## src/rtl/ubcska_pkg.sv

```systemverilog
// Shared sizing helpers for the pipelined carry-skip adder: block count,
// blocks per pipeline stage and the bit ranges covered by blocks and stages.
package ubcska_pkg;

    function automatic int nb(input int w, input int blk);
        return (w + blk - 1) / blk;
    endfunction

    function automatic int bps(input int w, input int blk, input int stages);
        return (nb(w, blk) + stages - 1) / stages;
    endfunction

    function automatic int blk_lo(input int j, input int blk);
        return j * blk;
    endfunction

    // The last block is narrower when blk does not divide w.
    function automatic int blk_hi(input int j, input int blk, input int w);
        return (((j + 1) * blk < w) ? (j + 1) * blk : w) - 1;
    endfunction

    function automatic int stage_last_blk(input int k, input int w, input int blk, input int stages);
        int last;
        last = (k + 1) * bps(w, blk, stages) - 1;
        return (last < nb(w, blk)) ? last : nb(w, blk) - 1;
    endfunction

    function automatic int stage_lo(input int k, input int w, input int blk, input int stages);
        return blk_lo(k * bps(w, blk, stages), blk);
    endfunction

    function automatic int stage_hi(input int k, input int w, input int blk, input int stages);
        return blk_hi(stage_last_blk(k, w, blk, stages), blk, w);
    endfunction

endpackage

```

## src/rtl/ubcskb_blk.sv

```systemverilog
// One carry-skip block: a ripple of full adders whose carry-out is bypassed
// by the block carry-in when every bit position propagates.
module ubcskb_blk #(
    parameter int BW = 3
) (
    input  logic [BW-1:0] X,
    input  logic [BW-1:0] Y,
    input  logic          Ci,
    output logic [BW-1:0] S,
    output logic          Co
);

    logic [BW-1:0] p;
    logic [BW-1:0] g;
    logic [BW:0]   c;

    assign p = X ^ Y;
    assign g = X & Y;

    // NOTE: every bit of c gets a value before the loop, so no latch is inferred.
    always_comb begin
        c    = '0;
        c[0] = Ci;
        for (int i = 0; i < BW; i++) begin
            c[i+1] = g[i] | (p[i] & c[i]);
        end
    end

    assign S  = p ^ c[BW-1:0];
    assign Co = c[BW] | (&p & Ci);

endmodule

```

## src/rtl/ubpipe_cska.sv

```systemverilog
// Pipelined carry-skip adder/subtractor with a valid/ready handshake.
// Operands are skewed into the stage that consumes them; sum bits are carried forward so a result emerges whole.
module ubpipe_cska
    import ubcska_pkg::*;
#(
    parameter int W      = 27,
    parameter int BLK    = 3,
    parameter int STAGES = 3
) (
    input  logic         CLK,
    input  logic         RST,
    input  logic         I_VALID,
    output logic         I_READY,
    input  logic [W-1:0] X,
    input  logic [W-1:0] Y,
    input  logic         CI,
    input  logic         SUB,
    output logic         O_VALID,
    input  logic         O_READY,
    output logic [W:0]   S
);

    localparam int NB  = nb(W, BLK);
    localparam int BPS = bps(W, BLK, STAGES);

    if (W < 2 || STAGES < 1 || STAGES > NB || (STAGES - 1) * BPS >= NB) begin : g_param_check
        $error("ubpipe_cska: W/BLK/STAGES leave a pipeline stage without blocks");
    end

    logic [W-1:0]      op_x     [STAGES];
    logic [W-1:0]      op_y     [STAGES];
    logic [W-1:0]      sum_prev [STAGES];
    logic [W-1:0]      sum_next [STAGES];
    logic [STAGES-1:0] op_c;
    logic [STAGES-1:0] stage_co;
    logic [STAGES-1:0] v_in;

    logic [W-1:0]      x_q [STAGES];
    logic [W-1:0]      y_q [STAGES];
    logic [W-1:0]      s_q [STAGES];
    logic [STAGES-1:0] c_q;
    logic [STAGES-1:0] v_q;

    logic [W-1:0]      blk_s;
    logic              adv;
    logic [STAGES-1:0] unused_ops;
    logic              unused_tail;

    assign adv     = ~O_VALID | O_READY;
    assign I_READY = adv;
    assign O_VALID = v_q[STAGES-1];
    assign S       = {c_q[STAGES-1], s_q[STAGES-1]};

    for (genvar k = 0; k < STAGES; k++) begin : g_stage
        localparam int LO   = stage_lo(k, W, BLK, STAGES);
        localparam int HI   = stage_hi(k, W, BLK, STAGES);
        localparam int LAST = stage_last_blk(k, W, BLK, STAGES);
        localparam logic [W-1:0] MASK = ({W{1'b1}} >> (W - 1 - HI)) & ({W{1'b1}} << LO);

        if (k == 0) begin : g_first
            // Subtraction is X + ~Y + 1, so CI is overridden in that mode.
            assign op_x[k]     = X;
            assign op_y[k]     = SUB ? ~Y : Y;
            assign op_c[k]     = SUB | CI;
            assign sum_prev[k] = '0;
            assign v_in[k]     = I_VALID;
        end else begin : g_rest
            assign op_x[k]     = x_q[k-1];
            assign op_y[k]     = y_q[k-1];
            assign op_c[k]     = c_q[k-1];
            assign sum_prev[k] = s_q[k-1];
            assign v_in[k]     = v_q[k-1];
        end

        assign sum_next[k]   = (sum_prev[k] & ~MASK) | (blk_s & MASK);
        assign stage_co[k]   = g_blk[LAST].co;
        assign unused_ops[k] = ^{op_x[k], op_y[k]};
    end

    for (genvar j = 0; j < NB; j++) begin : g_blk
        localparam int LO = blk_lo(j, BLK);
        localparam int HI = blk_hi(j, BLK, W);
        localparam int K  = j / BPS;

        logic ci;
        logic co;

        // The first block of a stage takes the carry registered by the previous stage.
        if (j % BPS == 0) begin : g_cin_stage
            assign ci = op_c[K];
        end else begin : g_cin_chain
            assign ci = g_blk[j-1].co;
        end

        ubcskb_blk #(.BW(HI - LO + 1)) u_blk (
            .X  (op_x[K][HI:LO]),
            .Y  (op_y[K][HI:LO]),
            .Ci (ci),
            .S  (blk_s[HI:LO]),
            .Co (co)
        );
    end

    assign unused_tail = ^{x_q[STAGES-1], y_q[STAGES-1], unused_ops};

    // NOTE: state is updated with non-blocking assignments so every stage samples pre-edge values.
    always_ff @(posedge CLK) begin
        if (RST) begin
            // NOTE: the register arrays are cleared too, so S reads zero straight after reset.
            for (int k = 0; k < STAGES; k++) begin
                x_q[k] <= '0;
                y_q[k] <= '0;
                s_q[k] <= '0;
            end
            c_q <= '0;
            v_q <= '0;
        end else if (adv) begin
            for (int k = 0; k < STAGES; k++) begin
                x_q[k] <= op_x[k];
                y_q[k] <= op_y[k];
                s_q[k] <= sum_next[k];
            end
            c_q <= stage_co;
            v_q <= v_in;
        end
    end

endmodule

```

## config.mk

```make
export PLATFORM = sky130hd
export DESIGN_NAME = ubpipe_cska
export DESIGN_NICKNAME = d
export VERILOG_FILES = /design/src/rtl/ubcska_pkg.sv /design/src/rtl/ubcskb_blk.sv /design/src/rtl/ubpipe_cska.sv
export SDC_FILE = /design/constraint.sdc
export NUM_CORES = 1
export LEC_CHECK = 0
export ABC_AREA = 1
export BUFFER_PORTS_ARGS = -buffer_cell sky130_fd_sc_hd__buf_2
export CAP_MARGIN = 20
export CORE_AREA = 5 5 90 133
export CTS_CLUSTER_SIZE = 40
export DETAILED_ROUTE_END_ITERATION = 10
export DIE_AREA = 0 0 95 138
export GPL_ROUTABILITY_DRIVEN = 0
export GPL_TIMING_DRIVEN = 1
export PLACE_DENSITY = 0.82
export SYNTH_ARGS = -nofsm -noshare
export SYNTH_HDL_FRONTEND = slang
export SYNTH_SLANG_ARGS = --single-unit
```

## constraint.sdc

```tcl
create_clock -name CLK -period 6.51 [get_ports CLK]
set_input_delay 0.651 -clock CLK [delete_from_list [all_inputs] [get_ports CLK]]
set_output_delay 0.651 -clock CLK [all_outputs]
set_load 0.005 [all_outputs]
```

; After elaboration in Yosys (flattened, before gate mapping)
; Memories as Yosys holds them, arrays and structs flattened.
; Cells that the tools add are included.
[classes]
n_addsub = 0
n_mul = 0
div = 0
n_lt_le_gt_ge = 0
n_eq_ne = 0
n_shift = 0
mux = 15
bitwise_logic = 114
n_reduce_logical = 9
[op_table]
columns = operator, n
row1 = $mux 27, 10
row2 = $xor 3x3->3, 18
row3 = $or 1x1->1, 47
row4 = $and 1x1->1, 36
row5 = $and 3x3->3, 9
row6 = $not 27->27, 1
row7 = $or 18x27->27, 1
row8 = $or 27x18->27, 1
row9 = $reduce_and 3->1, 9
row10 = $mux 1, 5
row11 = $not 1->1, 1
[word_totals]
regBits = 6
latch_bits = 0
mem_bits_rw = 243
mem_bits_ro = 0
inputBits = 60
output_inout_bits = 30
word_cells = 143
n_memories = 3
[memory_table]
columns = name, depth, word_bits, rd, rd_ports_with_merged_regs, wr, line_no
row1 = s_q, 3, 27, 3, 0, 3, ubpipe_cska.sv:40  ; logic [W-1:0] s_q [STAGES];
row2 = x_q, 3, 27, 2, 0, 3, ubpipe_cska.sv:38  ; logic [W-1:0] x_q [STAGES];
row3 = y_q, 3, 27, 2, 0, 3, ubpipe_cska.sv:39  ; logic [W-1:0] y_q [STAGES];

; Longest topological paths before layout
; Gate-level depths: netlist (run 1).
[logic_depth]
word_depth = 24
mapped_depth = 21
depth_no_buf = 20

; Modules after synthesis
; Synthesis (run 1) repeated with hierarchy kept, for this count alone.
[hier_totals]
hier_cells = 624
area_unflattened_um2 = 6411.1
[by_module_without_submodules]
columns = module, instances, cells_each, area_per_inst_um2
row1 = ubpipe_cska, 1, 462, 5082.4
row2 = ubcskb_blk, 9, 18, 147.6

; Worst setup path after synthesis (run 1)
; No wires, ideal clock.
[synth_path]
path_type = input-to-reg
start = input port SUB
end = memory s_q[0][8], data pin
setup_ns = 0.256
arrival_time_ns = 5.016
required_time_ns = 6.254
path_slack_ns = 1.239
stages = 19
cell_sequence = buf_6 > xnor2_1 > fa_1 > fa_1 > fa_1 > inv_1 > o21bai_2 > inv_1 > fa_1 > fa_1 > fa_1 > nand2_1 > inv_1 > fa_1 > fa_1 > inv_1 > fa_1 > inv_1 > nor2_1
[synth_rtl]
columns = element, line_no
row1 = start: declaration, ubpipe_cska.sv:17  ; input logic SUB,
row2 = end: declaration, ubpipe_cska.sv:40

==> flow_metrics.tcl, run 1 <==
set metrics [dict create \
    power.switching_mw 0.438 \
    ctsResizeCount 0 \
    wl_um 9440 \
    yosysTopAreaCell "edfxtp_1" \
    seqPwrFrac 0.448 \
    vias 3264 \
    avgSynthCellArea_um2 11.7 \
    yosysSeqAreaShare 0.566 \
    period_share 0.794 \
    io_pins 90 \
    worstPathRequired_ps 6630 \
    hold-worst-slack_ps 452 \
    grt_pass1_wl_um 15700 \
    status "finished, final reports clean" \
    syn_area_um2 5940 \
    port_buffers 89 \
    initial_core_util 0.561 \
    switching_share 0.215 \
    globalRouteTotalUtil 0.159 \
    cts_buffer_depth 2 \
    synth_cell_type_count 22 \
    worst_slew_pin_slew_ps 928 \
    dr.pass1.iters 7 \
    ys.warnings.count 0 \
    drive_gt1_frac 0.233 \
    clock-root-buffer "clkbuf_16" \
    setup_tns_ps 0 \
    max_freq_ghz 0.194 \
    ys_top_cells_by_area "edfxtp_1 55%, fa_1 9.1%, inv_1 7.6%, nor2_1 6.2%, ha_1 5.7%" \
    slew_viol_final 0 \
    finalClockSkew_ps 8.94 \
    die-width_um 95 \
    htreeDepth 4 \
    wl_per_cell_um 12.9 \
    period_needed_ps 5170 \
    end_kind "register" \
    via_per_inst 4.45 \
    cts_setup_buffers 0 \
    clkPwrFrac 0.448 \
    final-setup-viol-count 0 \
    synthToLayoutAreaGrowth_pct 15.9 \
    std_cell_rows 46 \
    nets 690 \
    die_area_um2 13100 \
    p_comb_frac 0.104 \
    cts_tree "done" \
    synthAdderAreaFrac 0.148 \
    hold_buffers 0 \
    antenna_found_initial 0 \
    core_um2 10600 \
    synth_top_cell_area_share 0.546 \
    muxShareOfSynthArea 0 \
    synth_seq_cells 114 \
    startpoint_type "input pin" \
    grt.overflow.total 0 \
    slew_headroom 0.382 \
    synth_top_family_by_area "adder cells" \
    rsz0062_at_grt "no" \
    diodes 0 \
    grt_pass1_vias 3417 \
    total_power_mw 2.04 \
    clkLatencyLatePin_ps 400 \
    max-cap-violations 0 \
    crit_fanout 4 \
    synth_simple_gate_area_frac 0.110 \
    hp-class "input pin to register" \
    grt_max_degree 83 \
    die_h_um 138 \
    ant_nets 0 \
    cts_buffers 17 \
    power_density_nw_per_um2 296 \
    p_leak_nw 3.31 \
    drc 0 \
    syn-num-nets 620 \
    clock-sinks 114 \
    final_hold_viol_count 0 \
    layout_common_cells "119 x inv_1, 108 x edfxtp_1, 98 x nor2_1, 89 x buf_2" \
    dp_hpwl_um 6420 \
    dr.first_iter.drc_count 238 \
    p_int_mw 1.60 \
    synth-xor-area-share 0.0398 \
    final_util 0.650 \
    cp.arrival_ps 5280 \
    cts.clk_slew.worst_paths_ps 50 \
    synth_compound_area_frac 0.00717 \
    mostFrequentLayoutCell "inv_1" \
    synth_cells 506 \
    vdd_drop_max_uv 199 \
    criticalPathCategory "input pin to register" \
]
-- synth_stat cells (all sizes together) --
master and instances:
o21ai 1, and3 6, edfxtp 108, nand3 3
nor2 112, xor2 1, nand2 22, dfxtp 6
buf 41, xnor2 26, inv 121, a21oi 1
o21bai 3, fa 27, ha 27, o22ai 1
-- metal layers --
metal / part of all wire / up-vias / wire (um) / track usage
met1: 0.38 / 1534 / 3560 / 0.176
li1: - / 1635 / - / -
met4: 0.024 / 0 / 229 / 0.0806
met2: 0.55 / 81 / 5200 / 0.272
met5: 0 / - / 0 / 0
met3: 0.047 / 14 / 445 / 0.0483
-- registers in the layout, summed over array words and instances, names as in the netlist --
| name | count |
|---|---|
| c_q | 3 |
| x_q | 27 |
| s_q | 54 |
| y_q | 27 |
| v_q | 3 |
-- path summary, 6_finish.rpt --
check | from | endpoint | slack, ps | cells past startpoint
worst max-delay path | SUB | s_q[0][8] | 1340 | 19
worst min-delay path | I_VALID | v_q[0] | 450 | 3
worst max register to register | y_q[0][45] | s_q[0][80] | 1510 | 16
worst min register to register | c_q[1] | c_q[1] | 460 | 2
-- critical path, cell delays in order --
cell and delay, ps:
buf_2 150, xnor2_1 160, fa_1 420, fa_1 440, fa_1 390, inv_1 50, o21bai_2 110, inv_1 90
fa_1 430, fa_1 430, fa_1 390, nand2_1 90, inv_1 60, fa_1 410, fa_1 390, inv_1 90
fa_1 410, inv_1 70, nor2_1 50
-- per-stage QoR --
step / worst slack [ps] / instance area (um2) / std cells
after floorplan: 1240 / 5940 / 506
after global placement: 1070 / 6280 / 701
after detailed placement: 950 / 6280 / 701
after CTS: 1330 / 6880 / 733
after global routing: 1130 / 6880 / 733
final: 1340 / 6880 / 733
-- power groups by stage --
stage / clock, mW / sequential (mW) / combinational [mW]
after floorplan: 0 / 0.918 / 0.166
after CTS: 0.924 / 0.912 / 0.218
after detailed placement: 0 / 0.925 / 0.212
after global placement: 0 / 0.922 / 0.198
final: 0.913 / 0.911 / 0.212
after global routing: 0.967 / 0.918 / 0.248
-- layout make-up --
cell class                      count  area, um2
Sequential cell                   114       3360
Fill cell                         808       3710
Clock inverter                      5       75.1
Timing Repair Buffer               92        468
Inverter                          121        459
Multi-Input combinational cell    230       1810
Tap cell                          144        180
Clock buffer                       27        523
-- cells by family after synthesis --
kind of cell,Yosys count
buffers and inverters,162
adders and majority gates,54
xor gates and xnor gates,27
AOI/OAI and AO/OA,6
and+or+nand+nor,143
DFF,114
No activity file was read; power rests on OpenSTA's default activity.
==> inputs of run 2 (changes only) <==
==> constraint.sdc (replaced) <==
create_clock -name CLK -period 5.3 [get_ports CLK]
set_input_delay 0.53 -clock CLK [delete_from_list [all_inputs] [get_ports CLK]]
set_output_delay 0.53 -clock CLK [all_outputs]
set_load 0.005 [all_outputs]
==> run 2 against run 1 <==
Sequential share of layout area decreased by 0.35 points; non-clock buffer count increased by 1; combinational power increased by 23%; clock skew decreased by 1.6 ps; worst setup slack got worse by 1000 ps; flip-flop and latch count unchanged; wire length decreased by 2.3%; die area unchanged; critical path type is now register to register.
==> flow_metrics.tcl, run 2 (synthesis results as in run 1) <==
set metrics [dict create \
    dr.pass1.iters 4 \
    power_density_nw_per_um2 375 \
    clkPwrFrac 0.469 \
    nets 691 \
    diodes 0 \
    vias 3283 \
    max_freq_ghz 0.201 \
    grt_max_degree 71 \
    worst_slew_pin_slew_ps 865 \
    slew_viol_final 0 \
    initial_core_util 0.561 \
    power.switching_mw 0.566 \
    dp_cells 702 \
    grt.overflow.total 0 \
    p_int_mw 2.03 \
    wl_per_cell_um 12.6 \
    ant_nets 0 \
    cts_setup_buffers 0 \
    startpoint_type "register" \
    clock-sinks 114 \
    clkLatencyLatePin_ps 410 \
    grt_pass1_wl_um 15300 \
    cts_buffer_depth 2 \
    top_regs "s_q (54), x_q (27), y_q (27)" \
    synthToLayoutAreaGrowth_pct 16.8 \
    io_pins 90 \
    layout.cells.non_filler 734 \
    globalRouteTotalUtil 0.154 \
    port_buffers 89 \
    final-setup-viol-count 0 \
    worstPathRequired_ps 5560 \
    antenna_found_initial 0 \
    core_um2 10600 \
    p_comb_frac 0.100 \
    switching_share 0.218 \
    slew_headroom 0.424 \
    die_area_um2 13100 \
    status "finished, final reports clean" \
    htreeDepth 4 \
    largest_register_ffs 54 \
    cp.arrival_ps 5240 \
    die_h_um 138 \
    cts_buffers 17 \
    clock-root-buffer "clkbuf_16" \
    seqPwrFrac 0.430 \
    criticalPathCategory "register to register" \
    period_share 0.939 \
    nFillCells 828 \
    end_kind "register" \
    mostFrequentLayoutCell "inv_1" \
    final_hold_viol_count 0 \
    period_needed_ps 4980 \
    layout_common_cells "119 x inv_1, 108 x edfxtp_1, 98 x nor2_1, 89 x buf_2" \
    cts.clk_slew.worst_paths_ps 50 \
    via_per_inst 4.47 \
    area.sequential_um2 3360 \
    std_cell_rows 46 \
    rsz0062_at_grt "no" \
    cts_tree "done" \
    finalClockSkew_ps 7.30 \
    max_flop_register "s_q" \
    ctsResizeCount 0 \
    p_leak_nw 3.32 \
    vdd_drop_max_uv 242 \
    final_util 0.655 \
    dp_hpwl_um 6500 \
    drive_gt1_frac 0.239 \
    die-width_um 95 \
    total_power_mw 2.60 \
    max-cap-violations 0 \
    dr.first_iter.drc_count 200 \
    crit_fanout 2 \
    grt_pass1_vias 3438 \
    multi_input_area_um2 1810 \
    hp-class "input pin to register" \
    drc 0 \
    wl_um 9220 \
    hold_buffers 0 \
]
run 2: cell types whose count changed in the layout (fill, tap and decap cells not counted), sizes merged:
cell,change
buf,+1
bufinv,+3
clkbuf,-9
clkinv,+3
clkinvlp,+2
inv,+1
run 2: power by group through the flow:
stage	logic, mW	clock network, mW	registers, mW
3_3_place_gp	0.245	0	1.13
6_report	0.260	1.22	1.12
3_5_place_dp	0.263	0	1.14
4_1_cts	0.267	1.24	1.12
5_1_grt	0.304	1.28	1.13
2_1_floorplan	0.204	0	1.13
run 2: final cells by class:
cell class	instances	area share
multi-input combinational	230	0.262
tap	144	0.0260
clock inverter	14	0.0305
sequential	114	0.485
inverter	121	0.0662
clock buffer	18	0.0619
timing repair buffer	93	0.0686
run 2: path summary, 6_finish.rpt:
check,startpoint,end,slack [ps],depth (start not counted)
max reg2reg,y_q[0][45],s_q[0][80],320,16
min reg2reg,c_q[2],c_q[2],450,2
min,I_VALID,v_q[0],320,3
max,y_q[0][45],s_q[0][80],320,16
run 2: through the flow:
step	hold slack, ps	area (um2)	TNS [ps]	setup slack [ps]
global placement	451	6290	0	13.5
global route	333	6930	0	78.2
finish	324	6930	0	323
CTS	310	6930	0	268
detailed placement	438	6290	-84.5	-84.5
floorplan	426	5940	0	150
run 2: per-layer routing:
metal / global-route usage / vias up / routed length (um)
li1: - / 1643 / -
met1: 0.168 / 1540 / 3540
met2: 0.264 / 81 / 4980
met3: 0.0499 / 19 / 465
met4: 0.0760 / 0 / 228
met5: 0 / - / 0
run 2: critical path, cell delays in order, from the launching register on:
cell and delay [ps]:
edfxtp_1 390, inv_1 100, fa_1 170, inv_1 60, fa_1 460, fa_1 440
o21bai_1 230, fa_1 470, fa_1 470, fa_1 420, inv_1 60, nand2_1 90
fa_1 460, fa_1 420, inv_1 90, fa_1 380, nor2_1 110
==> inputs of run 3 (changes only) <==
--- a/config.mk
+++ b/config.mk
@@ -6,12 +6,12 @@
 export NUM_CORES = 1
 export LEC_CHECK = 0
 export ABC_AREA = 1
-export BUFFER_PORTS_ARGS = -buffer_cell sky130_fd_sc_hd__buf_2
 export CAP_MARGIN = 20
-export CORE_AREA = 5 5 90 133
+export CORE_AREA = 5 5 85 126
 export CTS_CLUSTER_SIZE = 40
 export DETAILED_ROUTE_END_ITERATION = 10
-export DIE_AREA = 0 0 95 138
+export DIE_AREA = 0 0 90 131
+export DONT_BUFFER_PORTS = 1
 export GPL_ROUTABILITY_DRIVEN = 0
 export GPL_TIMING_DRIVEN = 1
 export PLACE_DENSITY = 0.82
==> run 3 against run 2 <==
Clock power is 6% lower; critical path type unchanged; combinational power is 20% lower; worst setup slack better by 54 ps; register-to-register slack better by 50 ps; largest power group unchanged.
==> flow_metrics.tcl, run 3 (synthesis results as in run 1) <==
set metrics [dict create \
    crit_top_cell "fa_1" \
    crit_fanout 2 \
    finish.instance_area_um2 6410 \
    dr.pass1.iters 4 \
    wl_per_cell_um 14.4 \
    cts_buffer_depth 2 \
    ctsResizeCount 0 \
    cts_setup_buffers 0 \
    grt_max_degree 110 \
    multi_input_area_um2 1810 \
    io_pins 90 \
    worstPathRequired_ps 5560 \
    dpl-instance-area_um2 5790 \
    path_cells "inv_1, fa_1, inv_1, fa_1, fa_1, o21bai_1, fa_1, fa_1, fa_1, inv_1, nand2_1, fa_1, fa_1, inv_1, fa_1, nor2_1" \
    die_h_um 131 \
    p_leak_nw 2.92 \
    switching_share 0.213 \
    cts.clk_slew.worst_paths_ps 50 \
    die-width_um 90 \
    dp_hpwl_um 5990 \
    layout_common_cells "119 x inv_1, 108 x edfxtp_1, 98 x nor2_1, 27 x fa_1, 27 x ha_1" \
    core_um2 9520 \
    max-cap-violations 0 \
    worst_slew_pin_slew_ps 752 \
    drc 0 \
    hold_buffers 0 \
    clkLatencyLatePin_ps 410 \
    p_comb_frac 0.084 \
    port_buffers 0 \
    grt_pass1_vias 3206 \
    vias 2989 \
    ff2ff_setup_slack_ps 380 \
    htreeDepth 4 \
    cts_tree "done" \
    period_needed_ps 4920 \
    largest_register_ffs 54 \
    cts_buffers 17 \
    slew_headroom 0.499 \
    max_freq_ghz 0.203 \
    die_area_um2 11800 \
    cp.arrival_ps 5190 \
    drive_gt1_frac 0.0922 \
    mostFrequentLayoutCell "inv_1" \
    period_share 0.929 \
    synthToLayoutAreaGrowth_pct 8.05 \
    via_per_inst 4.87 \
    grt.overflow.total 0 \
    dr.first_iter.drc_count 182 \
    area.sequential_um2 3360 \
    seqPwrFrac 0.453 \
    max_flop_register "s_q" \
    startpoint_type "register" \
    clock-sinks 114 \
    critPathSlowestCell "fa_1" \
    slew_viol_final 0 \
    nFillCells 690 \
    end_kind "register" \
    top_regs "s_q (54), x_q (27), y_q (27)" \
    setup_tns_ps 0 \
    reg2reg_from "y_q[0][45]" \
    criticalPathCategory "register to register" \
    rsz0062_at_grt "no" \
    whs_path_depth 1 \
    vdd_drop_max_uv 333 \
    finalClockSkew_ps 6.99 \
    final_hold_viol_count 0 \
    clkPwrFrac 0.463 \
    hp-class "input pin to register" \
    diodes 0 \
    antenna_found_initial 0 \
    globalRouteTotalUtil 0.163 \
    regToRegEndpoint "s_q[0][80]" \
    clock-root-buffer "clkbuf_16" \
    power_density_nw_per_um2 387 \
    dp_cells 581 \
    min_to "v_q[2]" \
    total_power_mw 2.48 \
    initial_core_util 0.623 \
    max_stage_delay_ps 470 \
    r2r_cells 16 \
    std_cell_rows 44 \
    final-setup-viol-count 0 \
    layout.cells.non_filler 614 \
    p_int_mw 1.95 \
    wl_um 8830 \
    status "finished, final reports clean" \
    nets 600 \
    power.switching_mw 0.530 \
    hp-start "RST" \
    hold-worst-slack_ps 196 \
    ant_nets 0 \
    grt_pass1_wl_um 14700 \
]
## run 3: cell types whose count changed in the layout (fill, tap and decap cells not counted), sizes merged
cell / before / now
inv: 122 / 121
clkinv: 6 / 7
bufinv: 5 / 4
buf: 93 / 2
clkinvlp: 2 / 1
clkbuf: 18 / 20
## run 3: final cells by class
type | count | share of cell area
Clock buffer | 20 | 0.0681
Clock inverter | 12 | 0.0256
Inverter | 121 | 0.0716
Multi-Input combinational cell | 230 | 0.283
Sequential cell | 114 | 0.524
Tap cell | 115 | 0.0224
Timing Repair Buffer | 2 | 0.00546
## run 3: layer usage
| metal | vias up | global-route usage | routed length (um) |
|---|---|---|---|
| li1 | 1459 | - | - |
| met1 | 1414 | 0.178 | 3410 |
| met2 | 94 | 0.281 | 4670 |
| met3 | 22 | 0.0653 | 531 |
| met4 | 0 | 0.0736 | 223 |
| met5 | - | 0 | 0 |
## run 3: power groups by stage
stage	clock [mW]	combinational, mW	sequential (mW)
final	1.15	0.208	1.13
after global routing	1.21	0.247	1.13
after CTS	1.17	0.211	1.13
after detailed placement	0	0.207	1.14
after global placement	0	0.192	1.14
after floorplan	0	0.204	1.13
## run 3: how the worst max path moves through the flow
stage | startpoint | to
6_report | y_q[0][45] | s_q[0][80]
5_1_grt | y_q[0][45] | s_q[0][80]
4_1_cts | y_q[0][45] | s_q[0][80]
3_5_place_dp | SUB | s_q[0][8]
3_3_place_gp | SUB | s_q[0][8]
2_1_floorplan | SUB | s_q[0][8]
## run 3: worst max-delay path, delay by kind of cell, from the launching register on
family                     cells  cell delay [ps]
AOI/OAI and AO/OA              1              210
adders and majority gates      9             3680
buffers and inverters          4              310
DFF                            1              400
and+or+nand+nor                2              200
## run 3: stage by stage
step | setup slack (ps) | utilization
after floorplan | 150 | -
after global placement | 171 | 0.608
after detailed placement | 62.8 | 0.608
after CTS | 301 | 0.671
after global routing | 135 | 0.674
final | 377 | 0.674
